--- src/rtl/imm_decode_stage.sv ---
// Immediate-decode pipeline stage for RV32I/RV64I with a 2-entry skid buffer.
// Optional saturating illegal-entry counter is enabled by defining IMM_ILLEGAL_CNT_EN.
module imm_decode_stage #(
  parameter int XLEN  = 32,
  parameter int CNT_W = 16
) (
  input  logic             clk,
  input  logic             rst_n,
  input  logic             flush,
  input  logic             in_valid,
  output logic             in_ready,
  input  logic [31:0]      in_instr,
  output logic             out_valid,
  input  logic             out_ready,
  output logic [31:0]      out_instr,
  output logic [XLEN-1:0]  out_imm,
  output logic [2:0]       out_fmt,
  output logic             out_illegal
`ifdef IMM_ILLEGAL_CNT_EN
  ,
  output logic [CNT_W-1:0] illegal_cnt
`endif
);

  localparam logic [2:0] FMT_NONE = 3'd0;
  localparam logic [2:0] FMT_R    = 3'd1;
  localparam logic [2:0] FMT_I    = 3'd2;
  localparam logic [2:0] FMT_S    = 3'd3;
  localparam logic [2:0] FMT_B    = 3'd4;
  localparam logic [2:0] FMT_U    = 3'd5;
  localparam logic [2:0] FMT_J    = 3'd6;
  localparam logic [2:0] FMT_ISH  = 3'd7;

  function automatic logic signed [XLEN-1:0] sext32(input logic signed [31:0] v);
    return XLEN'(v);
  endfunction

`ifdef IMM_ILLEGAL_CNT_EN
  function automatic logic [CNT_W-1:0] sat_inc(input logic [CNT_W-1:0] v);
    return (&v) ? v : v + 1'b1;
  endfunction
`endif

  logic [6:0]             opc;
  logic [2:0]             f3;
  logic [5:0]             shamt;
  logic signed [31:0]     i32, s32, b32, u32, j32;
  logic signed [XLEN-1:0] imm_p0;
  logic [2:0]             fmt_p0;
  logic                   ill_p0;

  assign opc   = in_instr[6:0];
  assign f3    = in_instr[14:12];
  assign shamt = (XLEN == 64) ? in_instr[25:20] : {1'b0, in_instr[24:20]};
  assign i32   = {{20{in_instr[31]}}, in_instr[31:20]};
  assign s32   = {{20{in_instr[31]}}, in_instr[31:25], in_instr[11:7]};
  assign b32   = {{19{in_instr[31]}}, in_instr[31], in_instr[7], in_instr[30:25],
                  in_instr[11:8], 1'b0};
  assign u32   = {in_instr[31:12], 12'h000};
  assign j32   = {{11{in_instr[31]}}, in_instr[31], in_instr[19:12], in_instr[20],
                  in_instr[30:21], 1'b0};

  // Stage p0: combinational classification of the incoming word
  always_comb begin
    fmt_p0 = FMT_NONE;
    imm_p0 = '0;
    ill_p0 = 1'b0;
    case (opc)
      7'b0010011: begin
        if (f3 == 3'b001 || f3 == 3'b101) begin
          fmt_p0 = FMT_ISH;
          imm_p0 = XLEN'(shamt);
          if (XLEN == 32 && in_instr[25]) ill_p0 = 1'b1;
        end else begin
          fmt_p0 = FMT_I;
          imm_p0 = sext32(i32);
        end
      end
      7'b0000011, 7'b1100111, 7'b1110011: begin
        fmt_p0 = FMT_I;
        imm_p0 = sext32(i32);
      end
      7'b0100011: begin
        fmt_p0 = FMT_S;
        imm_p0 = sext32(s32);
      end
      7'b1100011: begin
        fmt_p0 = FMT_B;
        imm_p0 = sext32(b32);
      end
      7'b0110111, 7'b0010111: begin
        fmt_p0 = FMT_U;
        imm_p0 = sext32(u32);
      end
      7'b1101111: begin
        fmt_p0 = FMT_J;
        imm_p0 = sext32(j32);
      end
      7'b0110011: fmt_p0 = FMT_R;
      default:    ill_p0 = 1'b1;
    endcase
    if (in_instr[1:0] != 2'b11) ill_p0 = 1'b1;
    if (ill_p0) begin
      fmt_p0 = FMT_NONE;
      imm_p0 = '0;
    end
  end

  logic            vld_p1, skid_vld, rdy;
  logic [31:0]     instr_p1, skid_instr;
  logic [XLEN-1:0] imm_p1, skid_imm;
  logic [2:0]      fmt_p1, skid_fmt;
  logic            ill_p1, skid_ill;
  logic            acc_in, acc_out;

  assign acc_in  = in_valid && rdy;
  assign acc_out = vld_p1 && out_ready;

  // Stage p1: main entry drives the outputs, skid absorbs one beat of stall
  always_ff @(posedge clk) begin
    if (!rst_n) begin
      vld_p1     <= 1'b0;
      skid_vld   <= 1'b0;
      rdy        <= 1'b1;
      instr_p1   <= '0;
      imm_p1     <= '0;
      fmt_p1     <= FMT_NONE;
      ill_p1     <= 1'b0;
      skid_instr <= '0;
      skid_imm   <= '0;
      skid_fmt   <= FMT_NONE;
      skid_ill   <= 1'b0;
    end else if (flush) begin
      vld_p1   <= 1'b0;
      skid_vld <= 1'b0;
      rdy      <= 1'b1;
    end else if (!vld_p1 || acc_out) begin
      if (skid_vld) begin
        vld_p1   <= 1'b1;
        instr_p1 <= skid_instr;
        imm_p1   <= skid_imm;
        fmt_p1   <= skid_fmt;
        ill_p1   <= skid_ill;
        skid_vld <= 1'b0;
        rdy      <= 1'b1;
      end else if (acc_in) begin
        vld_p1   <= 1'b1;
        instr_p1 <= in_instr;
        imm_p1   <= imm_p0;
        fmt_p1   <= fmt_p0;
        ill_p1   <= ill_p0;
      end else begin
        vld_p1 <= 1'b0;
      end
    end else if (acc_in) begin
      skid_vld   <= 1'b1;
      skid_instr <= in_instr;
      skid_imm   <= imm_p0;
      skid_fmt   <= fmt_p0;
      skid_ill   <= ill_p0;
      rdy        <= 1'b0;
    end
  end

`ifdef IMM_ILLEGAL_CNT_EN
  logic [CNT_W-1:0] cnt;

  always_ff @(posedge clk) begin
    if (!rst_n)
      cnt <= '0;
    else if (acc_out && ill_p1)
      cnt <= sat_inc(cnt);
  end

  assign illegal_cnt = cnt;
`endif

  assign in_ready    = rdy;
  assign out_valid   = vld_p1;
  assign out_instr   = instr_p1;
  assign out_imm     = imm_p1;
  assign out_fmt     = fmt_p1;
  assign out_illegal = ill_p1;

endmodule

--- config.mk ---
export PLATFORM = sky130hd
export DESIGN_NAME = imm_decode_stage
export DESIGN_NICKNAME = d
export VERILOG_FILES = /design/src/rtl/imm_decode_stage.sv
export SDC_FILE = /design/constraint.sdc
export NUM_CORES = 1
export LEC_CHECK = 0
export CAP_MARGIN = 10
export CORE_MARGIN = 8
export CORE_UTILIZATION = 56
export CTS_BUF_LIST = sky130_fd_sc_hd__clkbuf_8
export DETAILED_ROUTE_END_ITERATION = 8
export DONT_BUFFER_PORTS = 1
export PLACE_DENSITY = 0.74
export SYNTH_ARGS = -nofsm -noshare
export SYNTH_HDL_FRONTEND = slang
export SYNTH_SLANG_ARGS = --single-unit
--- constraint.sdc ---
create_clock -name clk -period 5.35 [get_ports clk]
set_input_delay 0.8025 -clock clk [delete_from_list [all_inputs] [get_ports clk]]
set_output_delay 0.8025 -clock clk [all_outputs]
set_load 0.01 [all_outputs]
## Word level (Yosys, flattened, before mapping)

Cells that the tools add are included.

| storage, ports and cells | value |
|---|---|
| memory bits (read-only) | 0 |
| memories | 0 |
| bits in writable memories | 0 |
| flip-flop bits (word level) | 139 |
| output and inout bits | 70 |
| bits in latches | 0 |

| operators by class | value |
|---|---|
| multiply operators | 0 |
| eq/ne operators | 14 |
| add/subtract/negate cells | 0 |
| $lt $le $gt $ge | 0 |
| reductions and logical operators | 15 |
| shift operators | 0 |
| bitwise operators | 3 |
| mux-type cells | 23 |
| div/mod/pow operators | 0 |

Operators with widths:

| cell | count |
|---|---|
| 32-bit 2-to-1 mux | 6 |
| 32-bit case mux with 6 select lines | 1 |
| 7-bit equality test (second input constant) | 4 |
| 7-bit by 6-bit equality test with 1-bit output (second input constant) | 3 |
| 3-bit case mux with 7 select lines | 1 |
| 7-bit by 5-bit equality test with 1-bit output (second input constant) | 2 |
| 3-bit 2-to-1 mux | 4 |
| 1-bit 2-to-1 mux | 10 |
| 9-bit OR reduction | 1 |
| 7-bit by 2-bit equality test with 1-bit output (second input constant) | 1 |
| 3-bit AND reduction | 2 |
| 3-bit OR reduction | 2 |
| 2-bit inequality test (second input constant) | 2 |
| 2-bit nonzero test | 2 |
| 2-bit OR reduction | 2 |
| 3-bit by 1-bit equality test with 1-bit output (second input constant) | 1 |
| 3-bit equality test (second input constant) | 1 |
| 1-bit NOT | 3 |
| 1-bit logical AND | 2 |
| 1-bit logical OR | 2 |
| 1-bit case mux with 2 select lines | 1 |
| 2-bit AND reduction | 1 |
| 1-bit logical NOT | 1 |

## Depth between registers and ports, before layout

Gate-level depths: netlist of the first run.

| depth | value |
|---|---|
| word-level depth | 8 |
| mapped depth | 8 |
| gate-level depth less buffers | 5 |

## Least setup slack after synthesis of the first run

No wires, ideal clock.

| timing path | value |
|---|---|
| path type | input to register |
| start point | in in_instr[2] |
| end point | reg imm_p1[12] (netlist: out_imm[12]) |
| path buffers | 2 |
| data required time | 5276 ps |
| setup slack | 3045 ps |
| library setup time | 74 ps |
| cell stages on the path | 7 |
| arrival time | 2231 ps |
| cells stage by stage | buf_6 -> or3_1 -> a2111o_1 -> o21ai_2 -> o21ai_4 -> buf_6 -> a31oi_1 |

| between the ends | value |
|---|---|
| longest elaborated chain between the ends | 7 |

RTL lines:

| item | line | text |
|---|---|---|
| start: declaration | 12 | `input logic [31:0] in_instr,` |
| 7-bit by 6-bit equality test with 1-bit output (tied with other cells) | 68 | `case (opc)` |
| 9-bit OR reduction (no source line) | -- |  |
| 1-bit case mux with 2 select lines | 68 |  |
| 1-bit 2-to-1 mux | 102 | `if (in_instr[1:0] != 2'b11) ill_p0 = 1'b1;` |
| 32-bit 2-to-1 mux (*) | 103 | `if (ill_p0) begin` |
| 32-bit 2-to-1 mux (*) | 146 | `end else if (acc_in) begin` |
| 32-bit 2-to-1 mux (*) | 138 | `if (skid_vld) begin` |
| end signal: assignment | 141 | `imm_p1 <= skid_imm;` |
| end signal: assignment | 149 | `imm_p1 <= imm_p0;` |
| end: declaration | 111 | `logic [XLEN-1:0] imm_p1, skid_imm;` |

Mark *: on every way between the ends. The rest lies on a longest branch, timed or not. The select of a mux whose other input is x is not followed.
A chain may end at the register's enable or synchronous reset.

## Worst setup path in the final report of the first run

| timing path | value |
|---|---|
| start point | reg rdy (netlist: in_ready) |
| end point | reg imm_p1[29] (netlist: out_imm[29]) |

| between the ends | value |
|---|---|
| longest elaborated chain between the ends | 3 |

RTL lines:

| item | line | text |
|---|---|---|
| start: declaration | 109 | `logic vld_p1, skid_vld, rdy;` |
| start signal: assignment | 124 | `rdy <= 1'b1;` |
| start signal: assignment | 136 | `rdy <= 1'b1;` |
| start signal: assignment | 145 | `rdy <= 1'b1;` |
| 1-bit logical AND | 116 | `assign acc_in = in_valid && rdy;` |
| 2-bit nonzero test (no source line) | -- |  |
| 3-bit AND reduction (no source line) | -- |  |

Every way passes these cells.

==> impl_results.html, run 1 <==
<table>
<tr><th>Metric</th><th>Value</th></tr>
<tr><th colspan="2">GRT</th></tr>
<tr><td>Number of antenna violations at the first check in global routing</td><td>0</td></tr>
<tr><td>Global-route total usage across every layer</td><td>0.216</td></tr>
<tr><td>Largest net degree at the start of global routing</td><td>around 140</td></tr>
<tr><td>Global route total overflow</td><td>0</td></tr>
<tr><td>Vias in the first global route</td><td>4628</td></tr>
<tr><td>Wire length of the first global-routing pass</td><td>25300 um</td></tr>
<tr><th colspan="2">CTS</th></tr>
<tr><td>CTS resizes</td><td>0</td></tr>
<tr><td>CTS Hold Bufs</td><td>0</td></tr>
<tr><td>Root buffer cell</td><td>sky130_fd_sc_hd__clkbuf_8</td></tr>
<tr><td>TritonCTS clock tree</td><td>yes</td></tr>
<tr><td>Clock-pin slew of the registers on the worst-case setup and hold paths</td><td>0.07 ns</td></tr>
<tr><td>Post-CTS setup buffer count</td><td>0</td></tr>
<tr><td>Maximum count of clock buffers along a single path</td><td>2</td></tr>
<tr><td>Level count of the clock H-tree</td><td>4</td></tr>
<tr><td>Latest clock arrival within the worst-skew pair</td><td>0.44 ns</td></tr>
<tr><td>Number of buffers inserted during clock tree synthesis</td><td>17</td></tr>
<tr><td>Clock net sink count</td><td>139</td></tr>
<tr><th colspan="2">Logic synthesis</th></tr>
<tr><td>Flip-flop and latch count after synthesis</td><td>139</td></tr>
<tr><td>EDFF count, synth</td><td>0</td></tr>
<tr><td>Async set-reset flop share out of synthesis</td><td>0</td></tr>
<tr><td>Post-Syn Instances</td><td>715</td></tr>
<tr><td>Mean Syn Cell Area</td><td>8.68 um^2</td></tr>
<tr><td>Synth unique cells</td><td>49</td></tr>
<tr><td>Net count after synthesis</td><td>752</td></tr>
<tr><td>Warnings from Yosys</td><td>0</td></tr>
<tr><td>Summed instance area of the synthesized netlist</td><td>0.00620 mm^2</td></tr>
<tr><td>Dominant synthesized flop cell</td><td>sky130_fd_sc_hd__dfxtp_1</td></tr>
<tr><td>Part of the Yosys area used for sequential elements</td><td>0.449</td></tr>
<tr><th colspan="2">Detailed routing</th></tr>
<tr><td>Detailed-routing iteration count for the pre-antenna-repair pass</td><td>5</td></tr>
<tr><td>Drt wl/cell</td><td>19.4 um</td></tr>
<tr><td>Drt via density</td><td>roughly 6.2</td></tr>
<tr><td>First-iteration detailed-routing DRC count</td><td>581</td></tr>
<tr><td>DRC violations left</td><td>0</td></tr>
<tr><td>Antenna Nets Post-Route</td><td>0</td></tr>
<tr><td>WL final</td><td>about 16000 um</td></tr>
<tr><td>Total number of vias</td><td>around 5100</td></tr>
<tr><th colspan="2">Cells and area</th></tr>
<tr><td>Final std cell area, no fill</td><td>0.00650 mm^2</td></tr>
<tr><td>Share of layout cells above drive strength 1</td><td>0.0688</td></tr>
<tr><td>Number of inserted diodes</td><td>0</td></tr>
<tr><td>Most frequent cells in the layout</td><td>sky130_fd_sc_hd__nand2_1 (138), sky130_fd_sc_hd__dfxtp_1 (138), sky130_fd_sc_hd__o21ai_0 (47), sky130_fd_sc_hd__a21oi_1 (46), sky130_fd_sc_hd__a21boi_0 (41)</td></tr>
<tr><td>Footprint of the multi-input gates</td><td>0.00312 mm^2</td></tr>
<tr><td>Area taken by flip-flops and latches</td><td>0.00278 mm^2</td></tr>
<tr><td>Net count, final</td><td>708</td></tr>
<tr><td>Filler instances</td><td>938</td></tr>
<tr><td>Area added between synthesis and finish</td><td>4.80%</td></tr>
<tr><th colspan="2">Timing</th></tr>
<tr><td>Fin Clk Skew</td><td>0.00778 ns</td></tr>
<tr><td>Sum Neg Setup Slack</td><td>0 ns</td></tr>
<tr><td>Count of final max-slew check failures</td><td>0</td></tr>
<tr><td>Number of setup violations in the final report</td><td>0</td></tr>
<tr><td>Final Critical Period</td><td>2.71 ns</td></tr>
<tr><td>Final clock period utilization by the worst path</td><td>0.506</td></tr>
<tr><td>Final-report hold violation count</td><td>0</td></tr>
<tr><td>Achievable clock frequency</td><td>0.369 GHz</td></tr>
<tr><td>Unrepaired setup endpoints after global routing</td><td>false</td></tr>
<tr><td>Worst slew margin relative to its limit</td><td>0.354</td></tr>
<tr><td>Actual transition at the worst max-transition pin</td><td>0.962 ns</td></tr>
<tr><th colspan="2">Worst hold path</th></tr>
<tr><td>Type of the tightest min-delay check</td><td>register to register</td></tr>
<tr><th colspan="2">Die</th></tr>
<tr><td>Rows</td><td>38</td></tr>
<tr><td>Die width</td><td>~120 um</td></tr>
<tr><td>Starting utilization of the core area</td><td>0.572</td></tr>
<tr><td>Area inside the core boundary</td><td>0.0108 mm^2</td></tr>
<tr><td>Die Area</td><td>about 0.015 mm^2</td></tr>
<tr><td>Die Y</td><td>121 um</td></tr>
<tr><td>Number of placed I/O pins</td><td>around 110</td></tr>
<tr><th colspan="2">Placement</th></tr>
<tr><td>Standard cell area after detailed placement</td><td>just over 0.006 mm^2</td></tr>
<tr><td>Routability-driven placement congestion ratio</td><td>0.938</td></tr>
<tr><td>DP Wirelength</td><td>approximately 10000 um</td></tr>
<tr><td>Count of buffers from port buffering</td><td>0</td></tr>
<tr><th colspan="2">Power</th></tr>
<tr><td>Leak Pwr</td><td>between 0.002 and 0.0025 uW</td></tr>
<tr><td>Power after layout</td><td>2060 uW</td></tr>
<tr><td>Power density cells</td><td>between 300 and 400 mW/mm^2</td></tr>
<tr><td>Worst vdd rail ir drop</td><td>0.213 mV</td></tr>
<tr><th colspan="2">Worst setup path</th></tr>
<tr><td>Element type at the critical path start</td><td>register</td></tr>
<tr><td>Required time of the critical path</td><td>5.65 ns</td></tr>
<tr><td>Worst Path Class, Setup</td><td>register to register</td></tr>
<tr><td>Worst EP arrival</td><td>approximately 3 ns</td></tr>
<tr><td>CP Capture Type</td><td>register</td></tr>
<tr><td>Maximum fanout along the worst path</td><td>39</td></tr>
<tr><th colspan="2">Outcome</th></tr>
<tr><td>Outcome</td><td>finished, final reports clean</td></tr>
<tr><th colspan="2">Run</th></tr>
<tr><td>Number of max-capacitance violations reported</td><td>0</td></tr>
</table>
kinds of logic after synthesis:
family / Yosys count / share of synthesized area
AND/OR/NAND/NOR: 225 / 0.168
multiplexers: 31 / 0.0500
buffers and inverters: 70 / 0.0508
XOR/XNOR: 1 / 0.00141
AO/OA/AOI/OAI: 249 / 0.281
flip-flops: 139 / 0.449
path summary, 6_finish.rpt:
kind                                     to  slack (ns)         from  cells after the start
worst min-delay path            skid_imm[5]        0.46  skid_imm[5]                      2
worst max-delay path            out_imm[29]        2.64     in_ready                      6
worst min register to register  skid_imm[5]        0.46  skid_imm[5]                      2
worst max register to register  out_imm[29]        2.64     in_ready                      6
stage by stage:
step,cells,setup slack [ns],utilization,hold slack [ns]
2_1_floorplan,715,3.05,-,0.435
3_3_place_gp,792,2.37,0.565,0.441
3_5_place_dp,792,2.33,0.565,0.447
4_1_cts,823,2.65,0.600,0.459
5_1_grt,823,2.45,0.600,0.467
6_report,823,2.64,0.600,0.456
Yosys cell counts, drive strengths merged (8+ instances only):
| master | n | share of area |
|---|---|---|
| o21ai | 49 | 0.042 |
| a21boi | 45 | 0.055 |
| a21oi | 47 | 0.039 |
| nand2 | 139 | 0.085 |
| o211ai | 29 | 0.035 |
| or3 | 25 | 0.025 |
| dfxtp | 139 | 0.45 |
| a31oi | 29 | 0.030 |
| o211a | 35 | 0.056 |
| clkbuf | 48 | 0.029 |
| buf | 20 | 0.021 |
| mux2i | 31 | 0.050 |
| nand3 | 20 | 0.016 |
| nor2 | 8 | 0.0048 |
layer usage:
metal  vias up  wire length (um)  GRT usage
met5         -                 0          0
met3        21              1380     0.0675
met4         0               254     0.0779
met1      2450              6870      0.279
li1       2480                 -          -
met2       187              7500      0.334
sequential cells by signal, summed over array words and instances, names as in the netlist:
| register | flops |
|---|---|
| out_fmt | 3 |
| out_valid | 1 |
| skid_instr | 32 |
| skid_vld | 1 |
| in_ready | 1 |
| out_illegal | 1 |
| skid_ill | 1 |
| out_imm | 32 |
| skid_fmt | 3 |
| skid_imm | 32 |
| out_instr | 32 |
worst max-delay path, stage by stage, from the launching register on:
cell and delay, ns:
sky130_fd_sc_hd__dfxtp_1 0.42, sky130_fd_sc_hd__a21oi_1 0.17, sky130_fd_sc_hd__or3_1 0.35, sky130_fd_sc_hd__buf_4 0.26, sky130_fd_sc_hd__nor2_1 0.66, sky130_fd_sc_hd__a21boi_2 0.56
sky130_fd_sc_hd__a21oi_1 0.14
final cells by class:
class	instances	area share
Clock buffer	20	0.0423
Sequential cell	139	0.428
Clock inverter	11	0.0162
Timing Repair Buffer	5	0.00577
Multi-Input combinational cell	506	0.479
Tap cell	140	0.0269
Inverter	2	0.00115
power breakdown:
part	switching, uW	internal [uW]
combinational	68.9	52.4
clock	378	439
sequential	45.4	1070
Note: power is estimated with default switching activity, not from simulation.
==> inputs of run 2 (changes only) <==
==> constraint.sdc (replaced) <==
create_clock -name clk -period 2.6 [get_ports clk]
set_input_delay 0.39 -clock clk [delete_from_list [all_inputs] [get_ports clk]]
set_output_delay 0.39 -clock clk [all_outputs]
set_load 0.01 [all_outputs]
==> run 2 against run 1 <==
Non-clock buffer count grew 7; highest routed layer unchanged; setup slack worse by 2.1 ns; clock power grew 110%.
==> impl_results.html, run 2 (synthesis results as in run 1) <==
<table>
<tr><th>Metric</th><th>Value</th></tr>
<tr><th colspan="2">Outcome</th></tr>
<tr><td>Outcome</td><td>finished, final reports clean</td></tr>
<tr><th colspan="2">Worst setup path</th></tr>
<tr><td>Required time of the critical path</td><td>2.88 ns (-2.77 ns)</td></tr>
<tr><td>Maximum fanout along the worst path</td><td>11 (-72%)</td></tr>
<tr><td>CP Capture Type</td><td>register</td></tr>
<tr><td>Worst Path Class, Setup</td><td>register to register</td></tr>
<tr><td>Reg2reg path depth</td><td>5 (-1)</td></tr>
<tr><td>Worst EP arrival</td><td>2.32 ns (-0.69 ns)</td></tr>
<tr><td>Element type at the critical path start</td><td>register</td></tr>
<tr><th colspan="2">CTS</th></tr>
<tr><td>Root buffer cell</td><td>sky130_fd_sc_hd__clkbuf_8</td></tr>
<tr><td>Clock net sink count</td><td>139 (unchanged)</td></tr>
<tr><td>Level count of the clock H-tree</td><td>4 (unchanged)</td></tr>
<tr><td>Post-CTS setup buffer count</td><td>0 (unchanged)</td></tr>
<tr><td>Number of buffers inserted during clock tree synthesis</td><td>17 (unchanged)</td></tr>
<tr><td>CTS Hold Bufs</td><td>0 (unchanged)</td></tr>
<tr><td>TritonCTS clock tree</td><td>yes</td></tr>
<tr><td>Clock-pin slew of the registers on the worst-case setup and hold paths</td><td>0.07 ns (about the same)</td></tr>
<tr><td>Latest clock arrival within the worst-skew pair</td><td>0.43 ns (about the same)</td></tr>
<tr><td>Maximum count of clock buffers along a single path</td><td>2 (unchanged)</td></tr>
<tr><td>CTS resizes</td><td>0 (unchanged)</td></tr>
<tr><th colspan="2">Die</th></tr>
<tr><td>Die width</td><td>121 um (unchanged)</td></tr>
<tr><td>Starting utilization of the core area</td><td>0.572 (unchanged)</td></tr>
<tr><td>Area inside the core boundary</td><td>0.0108 mm^2 (unchanged)</td></tr>
<tr><td>Die Y</td><td>121 um (unchanged)</td></tr>
<tr><td>Rows</td><td>38 (unchanged)</td></tr>
<tr><td>Number of placed I/O pins</td><td>107 (unchanged)</td></tr>
<tr><td>Die Area</td><td>0.0147 mm^2 (unchanged)</td></tr>
<tr><th colspan="2">Detailed routing</th></tr>
<tr><td>WL final</td><td>15900 um (-0.70%)</td></tr>
<tr><td>Detailed-routing iteration count for the pre-antenna-repair pass</td><td>5 (unchanged)</td></tr>
<tr><td>DRC violations left</td><td>0 (unchanged)</td></tr>
<tr><td>Drt wl/cell</td><td>19.1 um (-1.7%)</td></tr>
<tr><td>First-iteration detailed-routing DRC count</td><td>495 (-15%)</td></tr>
<tr><td>Drt via density</td><td>6.23 (-0.23%)</td></tr>
<tr><td>Antenna Nets Post-Route</td><td>0 (unchanged)</td></tr>
<tr><td>Total number of vias</td><td>5176 (+0.74%)</td></tr>
<tr><th colspan="2">Power</th></tr>
<tr><td>Clock network fraction of total power</td><td>0.399 (+0.002)</td></tr>
<tr><td>Sequential power share</td><td>0.540 (-0.004)</td></tr>
<tr><td>Sw Ratio</td><td>0.236 (-0.00366)</td></tr>
<tr><td>Power density cells</td><td>646 mW/mm^2 (+100%)</td></tr>
<tr><td>Int Power</td><td>3260 uW (+110%)</td></tr>
<tr><td>Leak Pwr</td><td>0.00248 uW (+2.1%)</td></tr>
<tr><td>Power after layout</td><td>4260 uW (+110%)</td></tr>
<tr><td>Worst vdd rail ir drop</td><td>0.477 mV (+120%)</td></tr>
<tr><td>Net switching power</td><td>1000 uW (+100%)</td></tr>
<tr><td>Comb pwr share</td><td>0.061 (+0.002)</td></tr>
<tr><th colspan="2">Timing</th></tr>
<tr><td>Unrepaired setup endpoints after global routing</td><td>false</td></tr>
<tr><td>Actual transition at the worst max-transition pin</td><td>0.965 ns (+0.00218 ns)</td></tr>
<tr><td>Final clock period utilization by the worst path</td><td>0.785 (+0.279)</td></tr>
<tr><td>Number of setup violations in the final report</td><td>0 (unchanged)</td></tr>
<tr><td>Fin Clk Skew</td><td>0.00710 ns (-0.000679 ns)</td></tr>
<tr><td>Final Critical Period</td><td>2.04 ns (-0.666 ns)</td></tr>
<tr><td>Final setup margin</td><td>0.559 ns (-2.08 ns)</td></tr>
<tr><td>Final-report hold violation count</td><td>0 (unchanged)</td></tr>
<tr><td>Worst slew margin relative to its limit</td><td>0.356 (+0.00266)</td></tr>
<tr><td>Achievable clock frequency</td><td>0.490 GHz (+33%)</td></tr>
<tr><td>Count of final max-slew check failures</td><td>0 (unchanged)</td></tr>
<tr><td>Sum Neg Setup Slack</td><td>0 ns (unchanged)</td></tr>
<tr><th colspan="2">GRT</th></tr>
<tr><td>Global route total overflow</td><td>0 (unchanged)</td></tr>
<tr><td>Number of antenna violations at the first check in global routing</td><td>0 (unchanged)</td></tr>
<tr><td>Vias in the first global route</td><td>4815 (+4.0%)</td></tr>
<tr><td>Largest net degree at the start of global routing</td><td>141 (unchanged)</td></tr>
<tr><td>Wire length of the first global-routing pass</td><td>25500 um (+0.79%)</td></tr>
<tr><td>Global-route total usage across every layer</td><td>0.217 (+0.00115)</td></tr>
<tr><th colspan="2">Placement</th></tr>
<tr><td>DP Wirelength</td><td>10400 um (+4.1%)</td></tr>
<tr><td>Count of buffers from port buffering</td><td>0 (unchanged)</td></tr>
<tr><td>Routability-driven placement congestion ratio</td><td>0.887 (-5.4%)</td></tr>
<tr><td>Worst setup slack before clock tree synthesis</td><td>0.501 ns (-1.83 ns)</td></tr>
<tr><th colspan="2">Run</th></tr>
<tr><td>Number of max-capacitance violations reported</td><td>0 (unchanged)</td></tr>
<tr><th colspan="2">Cells and area</th></tr>
<tr><td>Net count, final</td><td>715 (+0.99%)</td></tr>
<tr><td>Utilization after layout</td><td>0.608 (+0.00831)</td></tr>
<tr><td>Number of inserted diodes</td><td>0 (unchanged)</td></tr>
<tr><td>Filler instances</td><td>971 (+3.5%)</td></tr>
<tr><td>Most frequent cells in the layout</td><td>sky130_fd_sc_hd__nand2_1 (138), sky130_fd_sc_hd__dfxtp_1 (138), sky130_fd_sc_hd__o21ai_0 (47), sky130_fd_sc_hd__a21oi_1 (46), sky130_fd_sc_hd__a21boi_0 (41)</td></tr>
<tr><td>Share of layout cells above drive strength 1</td><td>0.0781 (+0.00933)</td></tr>
<tr><td>Area added between synthesis and finish</td><td>6.25%</td></tr>
<tr><th colspan="2">Worst hold path</th></tr>
<tr><td>Type of the tightest min-delay check</td><td>input pin to register</td></tr>
<tr><td>Hold Crit Depth</td><td>2 (unchanged)</td></tr>
</table>
run 2: path summary, 6_finish.rpt:
path                   endpoint          from  slack, ns
setup / recovery    out_imm[24]      in_ready       0.56
hold / removal    skid_instr[3]   in_instr[3]       0.09
setup reg to reg    out_imm[24]      in_ready       0.56
hold reg to reg    skid_imm[31]  skid_imm[31]       0.46
run 2: worst max-delay path, stage by stage, from the launching register on:
cell and delay (ns):
sky130_fd_sc_hd__dfxtp_1 0.43, sky130_fd_sc_hd__a21oi_1 0.16, sky130_fd_sc_hd__or3_1 0.41, sky130_fd_sc_hd__nor2_1 0.17, sky130_fd_sc_hd__a21boi_2 0.56, sky130_fd_sc_hd__a21oi_1 0.15
run 2: cell type report:
cell class,instances,area (um^2),area share
multi-input combinational,506,3120,0.473
sequential,139,2780,0.422
clock buffer,21,289,0.0438
tap,140,175,0.0266
timing repair buffer,12,115,0.0175
clock inverter,11,104,0.0158
inverter,2,7.51,0.00114
run 2: power groups by stage:
| stage | Combinational [uW] | Sequential [uW] | Clock, uW |
|---|---|---|---|
| after floorplan | 248 | 2330 | 0 |
| after global placement | 249 | 2350 | 0 |
| after detailed placement | 257 | 2350 | 0 |
| after CTS | 258 | 2300 | 1740 |
| after global routing | 288 | 2310 | 1850 |
| final | 258 | 2300 | 1700 |
run 2: stage by stage:
stage | hold slack (ns) | cells | area (um^2)
after global routing | 0.0494 | 831 | 6590
after global placement | 0.444 | 799 | 6200
after CTS | 0.0664 | 831 | 6590
after detailed placement | 0.452 | 799 | 6200
final | 0.0882 | 831 | 6590
after floorplan | 0.435 | 715 | 6200
run 2: per-layer routing:
layer	global-route usage	vias to the layer above	share of wire
met5	0	-	0
met4	0.0609	0	0.0087
met2	0.350	200	0.49
li1	-	2500	-
met1	0.266	2462	0.41
met3	0.0828	14	0.095
